--- src/rtl/servo_pwm_pkg.sv ---
// Shared widths, state encoding and default timing for the servo PWM driver.
package servo_pwm_pkg;

  localparam int unsigned CNT_W   = 20;
  localparam int unsigned DUTY_W  = 20;
  localparam int unsigned SERVO_W = 16;
  localparam int unsigned SUM_W   = DUTY_W + 2;

  localparam int unsigned DEF_PERIOD    = 1000000;
  localparam int unsigned DEF_CENTER    = 75000;
  localparam int unsigned DEF_DUTY_MIN  = 50000;
  localparam int unsigned DEF_DUTY_MAX  = 100000;
  localparam int unsigned DEF_SHIFT     = 0;
  localparam int unsigned DEF_TIMEOUT   = 4;
  localparam int unsigned DEF_SLEW_STEP = 500;

  typedef enum logic [1:0] {
    ST_OFF   = 2'd0,
    ST_RUN   = 2'd1,
    ST_FAULT = 2'd2
  } state_e;

  // Move cur toward tgt by at most step; an all-ones step degenerates to a direct jump.
  function automatic logic [DUTY_W-1:0] slew_toward(
    input logic [DUTY_W-1:0] cur,
    input logic [DUTY_W-1:0] tgt,
    input logic [DUTY_W-1:0] step
  );
    logic [DUTY_W-1:0] res;
    res = tgt;
    if ((tgt > cur) && ((tgt - cur) > step)) begin
      res = cur + step;
    end else if ((cur > tgt) && ((cur - tgt) > step)) begin
      res = cur - step;
    end
    return res;
  endfunction

endpackage

--- src/rtl/servo_duty_map.sv ---
// Combinational controller-word to duty mapping: arithmetic shift, centre offset, saturation.
module servo_duty_map
  import servo_pwm_pkg::*;
#(
  parameter int unsigned CENTER   = DEF_CENTER,
  parameter int unsigned DUTY_MIN = DEF_DUTY_MIN,
  parameter int unsigned DUTY_MAX = DEF_DUTY_MAX,
  parameter int unsigned SHIFT    = DEF_SHIFT
) (
  input  logic signed [SERVO_W-1:0] servo,
  output logic        [DUTY_W-1:0]  duty_c
);

  localparam logic signed [SUM_W-1:0] CENTER_S = SUM_W'(CENTER);
  localparam logic signed [SUM_W-1:0] MIN_S    = SUM_W'(DUTY_MIN);
  localparam logic signed [SUM_W-1:0] MAX_S    = SUM_W'(DUTY_MAX);

  logic signed [SERVO_W-1:0] shifted;
  logic signed [SUM_W-1:0]   sum;

  // Sum is wide enough that the extreme controller words cannot wrap before clamping.
  always_comb begin
    shifted = servo >>> SHIFT;
    sum     = CENTER_S + $signed({{(SUM_W-SERVO_W){shifted[SERVO_W-1]}}, shifted});
    if (sum < MIN_S) begin
      duty_c = DUTY_W'(DUTY_MIN);
    end else if (sum > MAX_S) begin
      duty_c = DUTY_W'(DUTY_MAX);
    end else begin
      duty_c = DUTY_W'(sum);
    end
  end

endmodule

--- src/rtl/servo_pwm_driver.sv ---
// Servo PWM actuator: frame counter, shadow/active duty, watchdog park and sample strobe.
// Optional feature macro: SERVO_SLEW_EN limits the per-frame duty change to SLEW_STEP.
module servo_pwm_driver
  import servo_pwm_pkg::*;
#(
  parameter int unsigned PERIOD    = DEF_PERIOD,
  parameter int unsigned CENTER    = DEF_CENTER,
  parameter int unsigned DUTY_MIN  = DEF_DUTY_MIN,
  parameter int unsigned DUTY_MAX  = DEF_DUTY_MAX,
  parameter int unsigned SHIFT     = DEF_SHIFT,
  parameter int unsigned TIMEOUT   = DEF_TIMEOUT,
  parameter int unsigned SLEW_STEP = DEF_SLEW_STEP
) (
  input  logic                      clk_i,
  input  logic                      reset,
  input  logic                      enable_i,
  input  logic signed [SERVO_W-1:0] servo_i,
  input  logic                      dataf_i,
  output logic                      sample_o,
  output logic                      pwm_o,
  output logic        [DUTY_W-1:0]  duty_o,
  output logic                      fault_o
);

`ifdef SERVO_SLEW_EN
  localparam bit SLEW_EN = 1'b1;
`else
  localparam bit SLEW_EN = 1'b0;
`endif

  localparam int unsigned       MISS_W   = $clog2(TIMEOUT + 1);
  localparam logic [CNT_W-1:0]  LAST     = CNT_W'(PERIOD - 1);
  localparam logic [DUTY_W-1:0] CENTER_D = DUTY_W'(CENTER);
  localparam logic [DUTY_W-1:0] STEP     = SLEW_EN ? DUTY_W'(SLEW_STEP) : {DUTY_W{1'b1}};

  state_e              state, state_nx;
  logic [CNT_W-1:0]    cnt, cnt_nx;
  logic [DUTY_W-1:0]   shadow, shadow_nx;
  logic [DUTY_W-1:0]   active, active_nx;
  logic [DUTY_W-1:0]   target;
  logic [DUTY_W-1:0]   d_c;
  logic [MISS_W-1:0]   miss, miss_nx;
  logic                seen, seen_nx;
  logic                fault_nx, pwm_nx, sample_nx;
  logic                boundary_c, silent_c;

  servo_duty_map #(
    .CENTER  (CENTER),
    .DUTY_MIN(DUTY_MIN),
    .DUTY_MAX(DUTY_MAX),
    .SHIFT   (SHIFT)
  ) u_map (
    .servo (servo_i),
    .duty_c(d_c)
  );

  assign duty_o = active;

  // State and datapath registers; reset parks the servo at centre with the output low.
  always_ff @(posedge clk_i or posedge reset) begin
    if (reset) begin
      state    <= ST_OFF;
      cnt      <= '0;
      shadow   <= CENTER_D;
      active   <= CENTER_D;
      miss     <= '0;
      seen     <= 1'b0;
      fault_o  <= 1'b0;
      pwm_o    <= 1'b0;
      sample_o <= 1'b0;
    end else begin
      state    <= state_nx;
      cnt      <= cnt_nx;
      shadow   <= shadow_nx;
      active   <= active_nx;
      miss     <= miss_nx;
      seen     <= seen_nx;
      fault_o  <= fault_nx;
      pwm_o    <= pwm_nx;
      sample_o <= sample_nx;
    end
  end

  always_comb begin
    state_nx   = state;
    cnt_nx     = cnt;
    shadow_nx  = shadow;
    active_nx  = active;
    target     = shadow;
    miss_nx    = miss;
    seen_nx    = seen;
    fault_nx   = fault_o;
    boundary_c = (state != ST_OFF) && (cnt == LAST);

    if (dataf_i) begin
      shadow_nx = d_c;
      miss_nx   = '0;
      seen_nx   = 1'b1;
      fault_nx  = 1'b0;
    end

    // A frame counts as silent only if no strobe arrived anywhere in it, boundary cycle included.
    silent_c = boundary_c && !seen && !dataf_i;
    if (boundary_c) begin
      seen_nx = 1'b0;
    end
    if (silent_c && (miss != MISS_W'(TIMEOUT))) begin
      miss_nx = miss + MISS_W'(1);
    end

    case (state)
      ST_OFF: begin
        if (enable_i) state_nx = ST_RUN;
      end
      ST_RUN: begin
        if (silent_c && (miss_nx == MISS_W'(TIMEOUT))) begin
          state_nx = ST_FAULT;
          fault_nx = 1'b1;
        end
      end
      ST_FAULT: begin
        if (dataf_i) state_nx = ST_RUN;
      end
      default: state_nx = ST_OFF;
    endcase
    if (!enable_i) begin
      state_nx = ST_OFF;
    end

    if ((state == ST_OFF) || boundary_c) begin
      cnt_nx = '0;
    end else begin
      cnt_nx = cnt + CNT_W'(1);
    end

    // Boundary load: same-cycle strobe bypasses the shadow; a fault parks at centre.
    if (boundary_c) begin
      target = dataf_i ? d_c : shadow;
      if (state_nx == ST_FAULT) target = CENTER_D;
      active_nx = slew_toward(active, target, STEP);
    end

    if (state == ST_OFF) begin
      miss_nx = '0;
      seen_nx = 1'b0;
    end

    pwm_nx    = (state != ST_OFF) && enable_i && (cnt < active);
    sample_nx = (state_nx != ST_OFF) && (cnt_nx == '0);
  end

endmodule
--- config.mk ---
export PLATFORM = sky130hd
export DESIGN_NAME = servo_pwm_driver
export DESIGN_NICKNAME = d
export VERILOG_FILES = /design/src/rtl/servo_pwm_pkg.sv /design/src/rtl/servo_duty_map.sv /design/src/rtl/servo_pwm_driver.sv
export SDC_FILE = /design/constraint.sdc
export NUM_CORES = 1
export LEC_CHECK = 0
export ABC_AREA = 1
export CORE_MARGIN = 4
export CORE_UTILIZATION = 40
export DETAILED_ROUTE_END_ITERATION = 6
export PLACE_DENSITY_LB_ADDON = 0.3
export SYNTH_ARGS = -nofsm -noshare
export SYNTH_HDL_FRONTEND = slang
export SYNTH_SLANG_ARGS = --single-unit
--- constraint.sdc ---
create_clock -name clk_i -period 6.4 [get_ports clk_i]
set_input_delay 1.28 -clock clk_i [delete_from_list [all_inputs] [get_ports clk_i]]
set_output_delay 1.28 -clock clk_i [all_outputs]
set_load 0.02 [all_outputs]
# After elaboration in Yosys (flattened, before gate mapping)
# Cells that the tools add are included.
word_totals:
  in_bits: 20
  reg_bits: 69
  output_inout_bits: 23
classes:
  n_eq_ne: 6
  n_reduce_logical: 18
  add_sub_neg: 7
  n_mux: 21
  magnitude_cmp: 7
op_table:
  columns: ["cell", "n"]
  rows:
  - ["two-way mux 20 bit", 8]
  - ["greater-than comparator 20 bit", 2]
  - ["greater-than comparator 20 bit, second input constant", 2]
  - ["subtractor 20 bit", 2]
  - ["greater-than comparator 22 x 18 -> 1 bit, second input constant", 1]
  - ["< comparator 22 x 17 -> 1 bit, second input constant", 1]
  - ["adder 20 x 1 -> 20 bit, second input constant", 1]
  - ["adder 20 bit, second input constant", 1]
  - ["== test 20 bit, second input constant", 1]
  - ["logical NOT 20 bit", 1]
  - ["< comparator 20 bit", 1]
  - ["subtractor 20 bit, second input constant", 1]
  - ["adder 18 x 16 -> 19 bit, first input constant", 1]
  - ["logical AND 1 bit", 10]
  - ["two-way mux 3 bit", 3]
  - ["two-way mux 1 bit", 6]
  - ["two-way mux 2 bit", 3]
  - ["case mux 2 bit (3 select lines)", 1]
  - ["== test 2 bit, second input constant", 2]
  - ["nonzero test 2 bit", 2]
  - ["adder 3 x 1 -> 3 bit, second input constant", 1]
  - ["== test 3 bit, second input constant", 1]
  - ["inequality test 3 bit, second input constant", 1]
  - ["nonzero test 3 bit", 1]
  - ["4 further kinds", 5]

# Longest topological paths before layout
logic_depth:
  ltp_word: 19
  depth_mapped: 22
  mapped_depth_nobuf: 21

# Hierarchy
# From an unflattened synthesis, not the netlist that was laid out.
unflattened:
  hier_cells: 648
  area_unflattened_um2: 4757.1
by_module_without_submodules:
  columns: ["module", "seq_area_each_um2", "area_each_um2", "cells_each", "n_inst"]
  rows:
  - ["servo_pwm_driver", 1746.7, 3951.3, 494, 1]
  - ["servo_duty_map", 0.0, 805.8, 154, 1]

# Worst setup path before layout
# Ideal clock, no wire load.
synth_timing:
  path_kind: "input port to flip-flop"
  from: "input port servo_i[3]"
  to: "register active[10], in the netlist duty_o[10]"
  arrival_time_ns: 2.940
  required_ns: 6.324
  setup_ns: 0.076
  n_path_buf: 1
  stages: 20
  slack_ns: 3.384
  cell_sequence: "inv_1 ha_1 inv_1 nor2_1 nand2_1 nand3_1 nand2_1 nor2_1 nand3_1 nand2_1 inv_1 nand2_1 nand2_1 nand2_2 buf_6 nand2_1 a21oi_2 nand2_2 nand2_1 nand2_1"
synth_via:
  elab_chain_len: 12
  word_cells_on_any_way: 18
  cone_classes: "add/sub: 3; order compare: 6; mux: 7; reduce/logical: 2"
synth_lines:
  columns: ["element", "line", "rtl"]
  rows:
  - ["start: declaration", "servo_pwm_driver.sv:17", "input logic signed [SERVO_W-1:0] servo_i,"]
  - ["adder 18 x 16 -> 19 bit (*)", "servo_duty_map.sv:24", "sum = CENTER_S + $signed({{(SUM_W-SERVO_W){shifted[SERVO_W-1]}}, shifted});"]
  - ["greater-than comparator 22 x 18 -> 1 bit", "servo_duty_map.sv:27", "end else if (sum > MAX_S) begin"]
  - ["two-way mux 20 bit", "servo_duty_map.sv:27", null]
  - ["two-way mux 20 bit (*)", "servo_duty_map.sv:25", "if (sum < MIN_S) begin"]
  - ["two-way mux 20 bit (*)", "servo_pwm_driver.sv:138", "target = dataf_i ? d_c : shadow;"]
  - ["two-way mux 20 bit (*)", "servo_pwm_driver.sv:139", "if (state_nx == ST_FAULT) target = CENTER_D;"]
  - ["two-way mux 20 bit (*)", "servo_pwm_driver.sv:137", "if (boundary_c) begin"]
  - ["subtractor 20 bit", "servo_pwm_pkg.sv:33", "end else if ((cur > tgt) && ((cur - tgt) > step)) begin"]
  - ["greater-than comparator 20 bit", "servo_pwm_pkg.sv:33", null]
  - ["logical AND 1 bit", "servo_pwm_pkg.sv:33", null]
  - ["two-way mux 20 bit", "servo_pwm_pkg.sv:33", null]
  - ["two-way mux 20 bit (*)", "servo_pwm_pkg.sv:31", "if ((tgt > cur) && ((tgt - cur) > step)) begin"]
  - ["end signal: assignment", "servo_pwm_driver.sv:75", "active <= active_nx;"]
  - ["end: declaration", "servo_pwm_driver.sv:39", "logic [DUTY_W-1:0] active, active_nx;"]
# Every way passes the cells marked *; elsewhere a longest branch is shown, timed or not. The select of a mux whose other input is x is not followed.
# A chain may end at the register's enable or synchronous reset.

# Final worst setup path
layout_timing:
  from: "input port servo_i[3]"
  to: "register active[11], in the netlist duty_o[11]"
# The elaborated chain is that of the path after synthesis.

==> flow_metrics.env <==
export IMPL_finish_instance_area_um2=5170
export IMPL_areaGrowthSynthToFinish_pct=16.9
export IMPL_synth_largest_area_cell="dfrtp_1"
export IMPL_ys_top_cells_by_area="dfrtp_1 30%, nand2_1 15%, dfstp_2 9.5%, inv_1 9.0%, ha_1 6.5%"
export IMPL_cts_reportedPaths_clkPinSlew_ns=0.08
export IMPL_power_frac_clock_pct=40.8
export IMPL_rows=38
export IMPL_end_kind="flip-flop"
export IMPL_top_layer="met4"
export IMPL_synth_yosys_warnings=0
export IMPL_place_ws_ns=2.31
export IMPL_tns_ns=0
export IMPL_synthFlopType="dfrtp_1"
export IMPL_cts_tree="built"
export IMPL_seq_power_share_pct=47.5
export IMPL_clockBufferDepth=2
export IMPL_synthArstFlopShare_pct=100
export IMPL_p_leak_nw=2.83
export IMPL_hold_violations=0
export IMPL_dr_wl_met2_mm=4.88
export IMPL_timing_rr_start="cnt[0]"
export IMPL_min_from="fault_o"
export IMPL_ir_drop_v=0.0000883
export IMPL_grt_overflow=0
export IMPL_place_congestion=0.891
export IMPL_crit_required_ns=6.69
export IMPL_min_path_type="flip-flop to flip-flop"
export IMPL_design_core_area_um2=10800
export IMPL_post_cts_buffers=0
export IMPL_switching_share_pct=26.1
export IMPL_drt_iter0_drc=216
export IMPL_grtUsageTotal_pct=17.3
export IMPL_synth_cell_type_count=37
export IMPL_fillers=1091
export IMPL_synth_top_area_share_pct=30.0
export IMPL_dpl_hpwl_mm=8.00
export IMPL_synth_seq_cells=69
export IMPL_yosysSeqAreaShare_pct=39.5
export IMPL_routed_wl_mm=10.5
export IMPL_crit_arrival_ns=4.01
export IMPL_grt_pass1_vias=3838
export IMPL_layout_nets=702
export IMPL_relSlewSlack_pct=41.7
export IMPL_synth_edff_count=0
export IMPL_dpl_cell_area_um2=4950
export IMPL_setup_ws_ns=2.68
export IMPL_drtPass1Iterations=4
export IMPL_drv_slew=0
export IMPL_start_util_pct=40.8
export IMPL_dieArea_um2=12800
export IMPL_startpoint_type="input pin"
export IMPL_rsz0062_at_grt="no"
export IMPL_root_buffer="clkbuf_8"
export IMPL_cts_hold_buffers_added=0
export IMPL_worstMarginPinSlew_ns=0.874
export IMPL_num_vias=3971
export IMPL_clk_latency_ns=0.35
export IMPL_n_antenna_cell=0
export IMPL_antenna_found_initial=0
export IMPL_p_sw_w=0.000255
export IMPL_synthCells=618
export IMPL_fin_cells=804
export IMPL_grt_first_pass_wirelength_mm=18.2
export IMPL_syn_num_nets=661
export IMPL_startpoint="servo_i[3]"
export IMPL_dp_cells=788
export IMPL_synth_area_um2=4420
export IMPL_met3RoutedLength_um=459
export IMPL_finalSetupViolations=0
export IMPL_post_route_period_util_pct=58.1
export IMPL_numCtsBuffers=9
export IMPL_io_buffer_count=42
export IMPL_num_io_pins=43
export IMPL_avgViaCountPerCell=4.94
export IMPL_die_w_um=113
export IMPL_htree_levels=3
export IMPL_ant_nets=0
export IMPL_m1WireLength_mm=5.08
export IMPL_critPathMaxFanout=14
export IMPL_combPwrFrac_pct=11.7
export IMPL_fin_crit_ns=3.72
export IMPL_cts_repair_resized=0
export IMPL_power_density_nw_per_um2=189
export IMPL_clock_skew_ns=0.00743
export IMPL_critPathKind="input pin to flip-flop"
export IMPL_wl_per_cell_um=13.1
export IMPL_drive_gt1_share_pct=10.7
export IMPL_cap_violations=0
export IMPL_utilization_pct=47.7
export IMPL_status="finished, final reports clean"
export IMPL_drc=0
export IMPL_fmax_mhz=269
export IMPL_syn_avg_cell_area_um2=7.15
export IMPL_cts_sinks=69
export IMPL_p_int_w=0.000723
export IMPL_die_h_um=113
export IMPL_grt_max_degree=70
==> area by class of cell <==
type	count	area, um^2	share of cell area [%]
clock buffers	10	128	2.47
clock inverters	6	95.1	1.84
inverters	108	405	7.84
multi-input cells	428	2190	42.4
flip-flops and latches	69	1750	33.8
well taps	140	175	3.39
repair buffers	43	428	8.27
==> per-layer routing <==
| metal | global-route usage, % | vias up |
|---|---|---|
| met5 | 0 | - |
| met2 | 27.3 | 85 |
| li1 | - | 2011 |
| met3 | 3.58 | 9 |
| met4 | 4.41 | 0 |
| met1 | 24.3 | 1866 |
==> cells in the final DEF, fill, tap and decap left out, types with 4 or more instances in the layout <==
cell type and instances:
nand2_1 175, nor3_1 9, dfrtp_1 53, nor4_1 5, clkbuf_8 9, a21oi_1 16, nor2_2 4, nand3b_1 4
xor2_1 6, nand2_2 12, clkdlybuf4s50_1 42, nand3_1 55, inv_1 105, o21ai_0 8, nor2_1 69, nand4_1 7
nor2_4 4, a21oi_2 5, dfstp_2 16, or2_2 5, ha_1 23
==> cell families after synthesis <==
| logic type | synth area share, % |
|---|---|
| compound gates | 5.69 |
| xor+xnor | 1.58 |
| fa+ha+maj | 6.51 |
| buf+inv | 10.9 |
| flops | 39.5 |
| simple gates | 35.8 |
==> cell usage after synthesis, drive strengths merged (2+ instances only) <==
library cell,number
a211oi,3
a21oi,21
buf,7
clkbuf,6
dfrtp,53
dfstp,16
ha,23
inv,108
nand2,189
nand3,58
nand3b,4
nand4,7
nor2,77
nor3,9
nor4,5
o21ai,11
or2,5
xnor2,2
xor2,6
==> power groups by stage <==
stage          Sequential, W  Clock (W)  Combinational [W]
2_1_floorplan       0.000473          0          0.0000795
3_3_place_gp        0.000473          0           0.000113
3_5_place_dp        0.000473          0           0.000115
4_1_cts             0.000465   0.000409           0.000116
5_1_grt             0.000466   0.000428           0.000132
6_report            0.000465   0.000399           0.000114
==> stage by stage <==
step                total power (W)  hold WS (ns)
finish                     0.000978         0.486
detailed placement         0.000588         0.466
global route                0.00103         0.504
global placement           0.000585         0.471
floorplan                  0.000552         0.445
CTS                        0.000989         0.485
==> sequential cells by signal, summed over array words and instances, names as in the netlist <==
register,cells
miss,3
shadow,20
sample_o,1
cnt,20
seen,1
duty_o,20
fault_o,1
pwm_o,1
state,2
==> critical path: stages <==
cell and delay (ns):
clkdlybuf4s50_1 0.42, inv_1 0.21, ha_1 0.25, inv_1 0.06, nor2_1 0.10, nand2_1 0.11
nand3_1 0.15, nand2_1 0.08, o21ai_0 0.15, nand2_1 0.07, nand2_1 0.09, nand3_1 0.08
nand2_1 0.41, nand2_1 0.14, o21ai_1 0.23, nand3_1 0.10, nand2_1 0.08
==> path summary, 6_finish.rpt <==
kind / to / slack (ns) / depth (start not counted)
worst max register to register: sample_o / 3.70 / 15
worst max-delay path: duty_o[11] / 2.68 / 17
worst min register to register: fault_o / 0.49 / 2
worst min-delay path: fault_o / 0.49 / 2
max in group asynchronous: cnt[16] / 4.33 / 3
min in group asynchronous: cnt[2] / 1.50 / 3
(Power assumes the default switching activity.)
